File: src/rtl/spi_responder.sv
// rtl/spi_responder.sv - SPI mode-0 responder: shifts out a programmable frame, captures the master's frame.
module spi_responder #(
  parameter int FRAME_BYTES = 5,
  parameter int SYNC_STAGES = 2
) (
  input  logic                     clk,
  input  logic                     btn_reset,
  input  logic                     SS,
  input  logic                     SCLK,
  input  logic                     MOSI,
  output logic                     MISO,
  input  logic [8*FRAME_BYTES-1:0] tx_data,
  output logic [8*FRAME_BYTES-1:0] rx_data,
  output logic                     rx_valid,
  output logic                     frame_err,
  output logic                     busy
);

  localparam int FRAME_BITS = 8 * FRAME_BYTES;
  localparam int CNT_W      = $clog2(FRAME_BITS + 2);
  localparam logic [CNT_W-1:0] CNT_FULL = CNT_W'(FRAME_BITS);
  localparam logic [CNT_W-1:0] CNT_LAST = CNT_W'(FRAME_BITS - 1);
  localparam logic [CNT_W-1:0] CNT_SAT  = CNT_W'(FRAME_BITS + 1);

  typedef enum logic [1:0] {WAIT_IDLE, IDLE, ACTIVE} state_t;

  logic [SYNC_STAGES-1:0] ss_sync, sclk_sync, mosi_sync;
  logic                   ss_hist, sclk_hist, mosi_hist;
  logic                   ss_rise, ss_fall, sclk_rise, sclk_fall;

  state_t                  state;
  logic [CNT_W-1:0]        bit_cnt;
  logic [FRAME_BITS-1:0]   tx_shift;
  logic [FRAME_BITS-1:0]   rx_shift;

  // Edge pulses are registered so MOSI's history flop lines up with the SCLK edge it belongs to.
  always_ff @(posedge clk) begin
    if (btn_reset) begin
      ss_sync   <= '0;
      sclk_sync <= '0;
      mosi_sync <= '0;
      ss_hist   <= 1'b0;
      sclk_hist <= 1'b0;
      mosi_hist <= 1'b0;
      ss_rise   <= 1'b0;
      ss_fall   <= 1'b0;
      sclk_rise <= 1'b0;
      sclk_fall <= 1'b0;
    end else begin
      ss_sync   <= {ss_sync[SYNC_STAGES-2:0], SS};
      sclk_sync <= {sclk_sync[SYNC_STAGES-2:0], SCLK};
      mosi_sync <= {mosi_sync[SYNC_STAGES-2:0], MOSI};
      ss_hist   <= ss_sync[SYNC_STAGES-1];
      sclk_hist <= sclk_sync[SYNC_STAGES-1];
      mosi_hist <= mosi_sync[SYNC_STAGES-1];
      ss_rise   <= ss_sync[SYNC_STAGES-1] & ~ss_hist;
      ss_fall   <= ~ss_sync[SYNC_STAGES-1] & ss_hist;
      sclk_rise <= sclk_sync[SYNC_STAGES-1] & ~sclk_hist;
      sclk_fall <= ~sclk_sync[SYNC_STAGES-1] & sclk_hist;
    end
  end

  always_ff @(posedge clk) begin
    if (btn_reset) begin
      state     <= WAIT_IDLE;
      MISO      <= 1'b0;
      rx_data   <= '0;
      rx_valid  <= 1'b0;
      frame_err <= 1'b0;
      busy      <= 1'b0;
      bit_cnt   <= '0;
      tx_shift  <= '0;
      rx_shift  <= '0;
    end else begin
      rx_valid  <= 1'b0;
      frame_err <= 1'b0;
      case (state)
        // Only join the bus once SS is seen idle, never mid-frame.
        WAIT_IDLE: begin
          busy <= 1'b0;
          MISO <= 1'b0;
          if (ss_hist) state <= IDLE;
        end
        IDLE: begin
          busy <= 1'b0;
          MISO <= 1'b0;
          if (ss_fall) begin
            tx_shift <= tx_data;
            MISO     <= tx_data[FRAME_BITS-1];
            bit_cnt  <= '0;
            rx_shift <= '0;
            busy     <= 1'b1;
            state    <= ACTIVE;
          end
        end
        ACTIVE: begin
          if (ss_rise) begin
            state <= IDLE;
            busy  <= 1'b0;
            MISO  <= 1'b0;
            if (bit_cnt == CNT_FULL) begin
              rx_data  <= rx_shift;
              rx_valid <= 1'b1;
            end else begin
              frame_err <= 1'b1;
            end
          end else if (sclk_rise) begin
            if (bit_cnt < CNT_FULL) rx_shift <= {rx_shift[FRAME_BITS-2:0], mosi_hist};
            if (bit_cnt != CNT_SAT) bit_cnt <= bit_cnt + 1'b1;
            if (bit_cnt >= CNT_LAST) MISO <= 1'b0;
          end else if (sclk_fall) begin
            tx_shift <= {tx_shift[FRAME_BITS-2:0], 1'b0};
            MISO     <= (bit_cnt >= CNT_FULL) ? 1'b0 : tx_shift[FRAME_BITS-2];
          end
        end
        default: state <= WAIT_IDLE;
      endcase
    end
  end

endmodule

File: config.mk
export PLATFORM = sky130hd
export DESIGN_NAME = spi_responder
export DESIGN_NICKNAME = d
export VERILOG_FILES = /design/src/rtl/spi_responder.sv
export SDC_FILE = /design/constraint.sdc
export NUM_CORES = 1
export LEC_CHECK = 0
export ABC_CLOCK_PERIOD_IN_PS = 2900
export BUFFER_PORTS_ARGS = -buffer_cell sky130_fd_sc_hd__buf_2
export CAP_MARGIN = 10
export CORE_MARGIN = 5
export CORE_UTILIZATION = 30
export CTS_CLUSTER_DIAMETER = 120
export DETAILED_ROUTE_END_ITERATION = 16
export GPL_TIMING_DRIVEN = 0
export HOLD_SLACK_MARGIN = 0.05
export PLACE_DENSITY_LB_ADDON = 0.12
export REMOVE_ABC_BUFFERS = 1
export SYNTH_ARGS = -nofsm -noshare
export SYNTH_HDL_FRONTEND = slang
export SYNTH_SLANG_ARGS = --single-unit
export TNS_END_PERCENT = 10
File: constraint.sdc
create_clock -name clk -period 2.9 [get_ports clk]
set_clock_uncertainty 0.05 [all_clocks]
set_input_delay 0.435 -clock clk [delete_from_list [all_inputs] [get_ports clk]]
set_output_delay 0.435 -clock clk [all_outputs]
set_load 0.1 [all_outputs]
* Word level (Yosys, flattened, before mapping) *
Index checks and enable logic that the tools add are counted.

operators by class
  add/sub/neg operators = 1
  bitwise gates (word level) = 10
  reductions and logical operators = 11
  equal/unequal tests = 15
  mux-type cells = 31
  $lt $le $gt $ge = 3

operators by type and width
  operator                                                  number
  2-to-1 mux 40 bit                                         4
  2-to-1 mux 39 bit                                         4
  one-hot mux 40 bit (2 select lines)                       1
  one-hot mux 39 bit (2 select lines)                       1
  2-to-1 mux 6 bit                                          4
  != test 2 bit, second input constant                      9
  AND reduction 5 bit                                       3
  greater-or-equal comparator 6 bit, second input constant  2
  one-hot mux 6 bit (2 select lines)                        1
  2-to-1 mux 1 bit                                          10
  AND reduction 3 bit                                       3
  != test 4 bit, second input constant                      2
  adder 6 x 1 -> 6 bit, second input constant               1
  == test 6 bit, second input constant                      1
  < comparator 6 bit, second input constant                 1
  2-to-1 mux 2 bit                                          3
  != test 6 bit, second input constant                      1
  NOT 1 bit                                                 6
  one-hot mux 1 bit (3 select lines)                        2
  one-hot mux 2 bit (3 select lines)                        1
  bitwise AND 1 bit                                         4
  nonzero test 3 bit                                        1
  OR reduction 3 bit                                        1
  == test 2 x 1 -> 1 bit, second input constant             1
  other kinds (4)                                           4

storage, ports and cells
  bits in registers = 144
  output and inout port bits = 44

* Logic depth before layout (Yosys ltp) *
Gate-level depths: netlist of run 1.

  depth in word-level cells = 6
  depth in mapped cells = 9

* Worst setup path before layout of run 1 *
Ideal clock, no wire load.

  path type = register -> register
  start = reg state[0]
  end = reg rx_shift[0]
  data required time = 2.733 ns
  buffers on the path = 2
  period minus slack after synthesis = 1.934 ns
  data arrival time = 1.767 ns
  cell stages (with the launch flop) = 9
  library setup time = 0.117 ns
  setup slack = 0.966 ns
  cell sequence = dfxtp_1 -> inv_1 -> ha_1 -> buf_2 -> nand2b_1 -> a21oi_2 -> a21oi_1 -> clkbuf_1 -> a22o_1

on the way
  cells in the longest elaborated chain, start to end = 3
  elaborated cells on any way between the ends = 9

ends and longest elaborated chain
  element                                                        RTL line  source
  from (decl)                                                    31        state_t state;
  from (signal assigned)                                         65        state <= WAIT_IDLE;
  from (signal assigned)                                         82        if (ss_hist) state <= IDLE;
  from (signal assigned)                                         93        state <= ACTIVE;
  == test 2 bit or == test 2 x 1 -> 1 bit (tied branches)        77        case (state)
  != test 2 bit (no line) or nonzero test 2 bit (tied branches)  -
  AND reduction 5 bit (no line)                                  -
  to (signal assigned)                                           108       if (bit_cnt < CNT_FULL) rx_shift <= {rx_shift[FRAME_BITS-2:0], mosi_hist};
  to (decl)                                                      34        logic [FRAME_BITS-1:0] rx_shift;

Parallel ways exist; a longest one is shown, timed or not.
A chain may end at the register's enable or synchronous reset.

* Final worst setup path of run 1 *
  start = reg state[0]
  end = reg rx_shift[23]

The elaborated chain is that of the path after synthesis.

==> flow_summary.json, run 1 <==
{
  "synthFlopType": "dfxtp_1",
  "fin_crit_sh_pct": 90.5,
  "setup_viol_count_final": 0,
  "first_pass_iters": 4,
  "route.vias.total": 4095,
  "synth.most_common_cell": "dfxtp_1",
  "pre_cts_ws_ns": -0.266,
  "synth-edff-count": 0,
  "dieArea_um2": 21600,
  "hold_depth": 2,
  "fin_cells": 875,
  "clk_pin_slew_ns": 0.06,
  "final-seq-area_um2": 2880,
  "cts_tree": "built",
  "dp.cells": 842,
  "port_buffers": 88,
  "worst-path-max-fanout": 28,
  "boundaryPins": 89,
  "syn2layout_area_growth_pct": 22.8,
  "grt_pass1_wl_um": 20700,
  "tightestPinTransition_ns": 0.815,
  "postRouteAntennaNets": 0,
  "cts_root_buffer": "clkbuf_16",
  "ys_ff_latch": 144,
  "rows": 50,
  "crit_path_end_kind": "flop",
  "routabilityCongestion": 0.738,
  "hp-class": "in -> reg",
  "place_area_um2": 6320,
  "drt_iter0_markers": 199,
  "grt.overflow.total": 0,
  "cts_buffers": 17,
  "synthDistinctLibCells": 40,
  "peakVddDrop_uv": 420,
  "hold_viol": 0,
  "cts_sinks": 144,
  "critical_path_class": "reg -> reg",
  "status": "finished, final reports clean",
  "cts_buffer_depth": 2,
  "p_total_w": 0.00540,
  "h-tree-depth": 4,
  "hpwlAfterDp_um": 8050,
  "start_util_pct": 30.3,
  "maxCapViolCount": 0,
  "syn_inst": 555,
  "netlist_top_cells_area": "dfxtp_1 (51%), a211oi_2 (8.4%), mux2i_1 (7.1%)",
  "critPathRequiredTime_ns": 3.21,
  "n_fill_cell": 1873,
  "synth.top_cells.by_count": "dfxtp_1 (144), nand2_1 (82), a21oi_1 (48)",
  "synth_top_area_share_pct": 51.2,
  "holdWs_ns": 0.170,
  "multiInputGateArea_um2": 2500,
  "drt_wl_total_um": 12600,
  "grt_pass1_vias": 4136,
  "drc_errors": 0,
  "cellLeakagePower_nw": 2.51,
  "avgSynthCellArea_um2": 10.1,
  "final_area_um2": 6910,
  "wire_per_inst_um": 14.4,
  "antenna_cells": 0,
  "reg2reg_depth": 7,
  "rsz0062_at_grt": "false",
  "cp-start-kind": "flop",
  "fp.dieW_um": 147,
  "nets": 681,
  "slew_headroom_pct": 45.7,
  "synth_top_area_cell": "dfxtp_1",
  "layout-drive-gt1-share_pct": 27.8,
  "yosys_warnings": 0,
  "via_per_inst": 4.68,
  "fp.dieH_um": 147,
  "ys_seq_area_share_pct": 51.2,
  "p_per_area_nw_per_um2": 781,
  "r2r_slack_ns": 0.28,
  "grt_usage_pct": 11.9,
  "mappedNetlistArea_um2": 5630,
  "critPathArrivalTime_ns": 2.94,
  "core_um2": 18600,
  "grt_max_degree": 58,
  "final.min_clock_period_ns": 2.62,
  "async_reset_ff_share_pct": 0,
  "fmax_ghz": 0.381,
  "clkLatencyLatePin_ns": 0.42,
  "maxSlewViolCount": 0,
  "worst_slack_ns": 0.276,
  "antenna_found_initial": 0
}
per-layer routing:
metal  GRT usage [%]  routed length [um]
met1            15.2                5950
met2            18.6                5850
met3            3.33                 456
met4            5.64                 305
met5               0                   0
cell usage in the layout, fill, tap and decap left out, types with 3 or more instances in the layout:
| master | instances |
|---|---|
| clkinv_4 | 3 |
| clkbuf_16 | 17 |
| a22o_1 | 40 |
| nor2b_1 | 14 |
| nand4_1 | 5 |
| nand3_1 | 4 |
| dfxtp_1 | 144 |
| buf_8 | 6 |
| clkinv_2 | 3 |
| inv_1 | 7 |
| buf_2 | 87 |
| nand2_1 | 82 |
| a21oi_1 | 47 |
| ha_1 | 7 |
| buf_16 | 3 |
| clkinvlp_4 | 4 |
| a211oi_2 | 38 |
| xnor2_1 | 3 |
| nor2_1 | 44 |
| a211oi_1 | 3 |
| mux2i_1 | 40 |
| o21ai_0 | 5 |
cells by family (layout without fill, tap and decap cells):
family	Yosys count	count (layout)	synth area share (%)
AOI/OAI and AO/OA	143	143	21.4
xor gates and xnor gates	3	3	0.467
adders and majority gates	8	8	1.78
buffers and inverters	51	137	4.82
DFF	144	144	51.2
muxes	40	40	7.11
and+or+nand+nor	166	166	13.2
path summary, 6_finish.rpt:
| check | from | to |
|---|---|---|
| setup / recovery | state[0] | rx_shift[23] |
| hold / removal | MOSI | mosi_sync[0] |
| setup reg to reg | state[0] | rx_shift[23] |
| hold reg to reg | sclk_sync[1] | sclk_fall |
final cells by class:
type                            instances  area share, %
Multi-Input combinational cell        360           36.2
Timing Repair Buffer                   98           9.19
Clock buffer                           19           6.26
Tap cell                              234           4.24
Inverter                                7          0.380
Clock inverter                         13           2.03
Sequential cell                       144           41.7
repair_timing:
item                                    in CTS  in global routing
endpoints found under the setup margin      40                 27
buffers inserted                             1                  0
gates resized for setup                      0                  1
pin swaps                                    0                  0
hold buffers                                 0                  0
registers in the layout, indices dropped and copies added, names as in the netlist, 2 cells and up:
name,count
mosi_sync,2
ss_sync,2
tx_shift,39
bit_cnt,6
rx_data,40
sclk_sync,2
state,2
rx_shift,40
critical path, cell delays in order (launching register included):
cell and delay, ns:
dfxtp_1 0.35, inv_1 0.13, ha_4 0.46, nand3b_1 0.28, a21oi_2 0.38, and4b_2 0.54
buf_16 0.21, a22o_1 0.15
where the power goes:
part	switching, W	internal [W]	leakage, nW
clock network	0.000854	0.00127	0.269
logic	0.000553	0.000428	1.08
registers	0.000111	0.00219	1.17
total	0.00152	0.00388	2.51
per-stage QoR:
stage | setup TNS [ns] | utilization (%)
finish | 0 | 37.2
global route | 0 | 37.2
CTS | 0 | 37.2
detailed placement | -7.81 | 34.0
global placement | -328.79 | 32.9
floorplan | -160.21 | -
No activity file was read; power rests on OpenSTA's default activity.
==> run 2: changes to the inputs <==
==> constraint.sdc (replaced) <==
create_clock -name clk -period 2.9 [get_ports clk]
set_clock_uncertainty 0.05 [all_clocks]
set_input_delay 0.29 -clock clk [delete_from_list [all_inputs] [get_ports clk]]
set_output_delay 0.29 -clock clk [all_outputs]
set_load 0.1 [all_outputs]
==> run 2 against run 1 <==
- via count hardly changed
- worst setup slack got worse by 0.011 ns
- largest power group unchanged
- critical endpoint is now tx_shift[25]
- final cell count grew 0.34%
- design area rose by 0.43%
- critical path type unchanged
- clock-buffer cell count is the same
- power about the same
- sequential power is essentially flat
- sequential share of layout area is 0.18 points lower
- critical path depth rose by 2
- hold slack better by 0.025 ns
- largest cell class unchanged
- die area stayed put
- utilization up 0.16 points
==> flow_summary.json, run 2 (synthesis results as in run 1) <==
{
  "cpMostUsedCell": "buf_8",
  "clkLatencyLatePin_ns": 0.42,
  "maxCapViolCount": 0,
  "grt_pass1_wl_um": 20800,
  "cts_buffers": 17,
  "tightestPinTransition_ns": 0.812,
  "grt.overflow.total": 0,
  "hold_viol": 0,
  "fin_cells": 878,
  "n_fill_cell": 1871,
  "hpwlAfterDp_um": 8050,
  "start_util_pct": 30.3,
  "setup_viol_count_final": 0,
  "final_cell_mix": "dfxtp_1 (144), buf_2 (87), nand2_1 (82)",
  "status": "finished, final reports clean",
  "core_um2": 18600,
  "cts_sinks": 144,
  "maxSlewViolCount": 0,
  "dieArea_um2": 21600,
  "critPathRequiredTime_ns": 3.19,
  "p_total_w": 0.00540,
  "rsz0062_at_grt": "false",
  "drc_errors": 0,
  "via_per_inst": 4.67,
  "final.min_clock_period_ns": 2.64,
  "slew_headroom_pct": 45.8,
  "cts_root_buffer": "clkbuf_16",
  "rows": 50,
  "crit_path_end_kind": "flop",
  "fin_crit_sh_pct": 90.9,
  "cts_tree": "built",
  "routabilityCongestion": 0.738,
  "layout-drive-gt1-share_pct": 27.6,
  "peakVddDrop_uv": 420,
  "port_buffers": 88,
  "holdWs_ns": 0.194,
  "antenna_cells": 0,
  "final_common_cell": "dfxtp_1",
  "drt_wl_total_um": 12600,
  "antenna_found_initial": 0,
  "critical_path_class": "reg -> reg",
  "grt_usage_pct": 11.9,
  "nets": 684,
  "fp.dieW_um": 147,
  "cp_slowest_stage_delay_ns": 0.51,
  "cts_buffer_depth": 2,
  "worst-path-max-fanout": 22,
  "dp.cells": 842,
  "syn2layout_area_growth_pct": 23.3,
  "fmax_ghz": 0.379,
  "critPathArrivalTime_ns": 2.92,
  "first_pass_iters": 4,
  "grt_pass1_vias": 4142,
  "drt_iter0_markers": 219,
  "fp.dieH_um": 147,
  "wire_per_inst_um": 14.3,
  "cellLeakagePower_nw": 2.53,
  "clk_pin_slew_ns": 0.06,
  "h-tree-depth": 4,
  "cp-start-kind": "flop",
  "hp-class": "in -> reg",
  "boundaryPins": 89,
  "fin_setup_tns_ns": 0,
  "postRouteAntennaNets": 0,
  "largestRegisters": "rx_data x40, rx_shift x40, tx_shift x39",
  "cp_slowest_cell": "a211oi_4",
  "grt_max_degree": 58,
  "worstPathCellList": "inv_1, ha_1, nor2b_1, a211oi_4, buf_8, buf_8, buf_8, nor2_1, a211oi_2",
  "p_per_area_nw_per_um2": 778,
  "route.vias.total": 4096
}
==> run 2: cell count changes in the layout (fill, tap and decap cells not counted) <==
cell and delta:
dlygate4sd3_1 +3
==> run 2: worst max-delay path, delay by kind of cell (launching register included) <==
kind / cells / cell delay (ns)
buffers and inverters: 4 / 0.73
and+or+nand+nor: 2 / 0.35
AOI/OAI and AO/OA: 2 / 0.70
DFF: 1 / 0.45
adders and majority gates: 1 / 0.25
==> run 2: path summary, 6_finish.rpt <==
| path | slack (ns) | to | from | depth (start not counted) |
|---|---|---|---|---|
| setup / recovery | 0.26 | tx_shift[25] | state[1] | 9 |
| hold reg to reg | 0.35 | sclk_fall | sclk_sync[1] | 1 |
| hold / removal | 0.19 | tx_shift[16] | tx_data[16] | 3 |
| setup reg to reg | 0.26 | tx_shift[25] | state[1] | 9 |
==> run 2: metal layers <==
metal | routed length [um] | track usage (%) | up-vias
met5 | 0 | 0 | -
met4 | 270 | 5.64 | 0
met3 | 433 | 3.36 | 17
met2 | 5860 | 18.6 | 63
met1 | 6010 | 15.2 | 1915
li1 | - | - | 2101
==> run 2: repair_timing <==
action | 4_1_cts | 5_1_grt
hold endpoints to repair | 3 | 0
setup buffers | 1 | 0
gates resized for setup | 0 | 1
endpoints found under the setup margin | 40 | 27
hold buffers | 3 | 0
==> run 2: report_power, final <==
| group | switching (W) | internal, W | total (W) |
|---|---|---|---|
| registers | 0.000111 | 0.00219 | 0.00230 |
| clock network | 0.000854 | 0.00127 | 0.00212 |
| logic | 0.000553 | 0.000431 | 0.000984 |
| total | 0.00152 | 0.00389 | 0.00540 |
==> run 2: metrics by stage <==
| stage | utilization, % | area, um^2 | worst slack (ns) |
|---|---|---|---|
| 3_5_place_dp | 34.0 | 6320 | -0.266 |
| 6_report | 37.4 | 6940 | 0.265 |
| 4_1_cts | 37.4 | 6940 | 0.0299 |
| 2_1_floorplan | - | 5390 | -1.47 |
| 3_3_place_gp | 32.9 | 6120 | -2.93 |
| 5_1_grt | 37.4 | 6940 | 0.0586 |
==> run 2: cell type report <==
type / instances / area (um^2) / area share, %
Clock inverter: 13 / 140 / 2.02
Inverter: 7 / 26.3 / 0.378
Clock buffer: 19 / 433 / 6.24
Tap cell: 234 / 293 / 4.22
Sequential cell: 144 / 2880 / 41.5
Multi-Input combinational cell: 360 / 2500 / 36.0
Timing Repair Buffer: 101 / 666 / 9.59
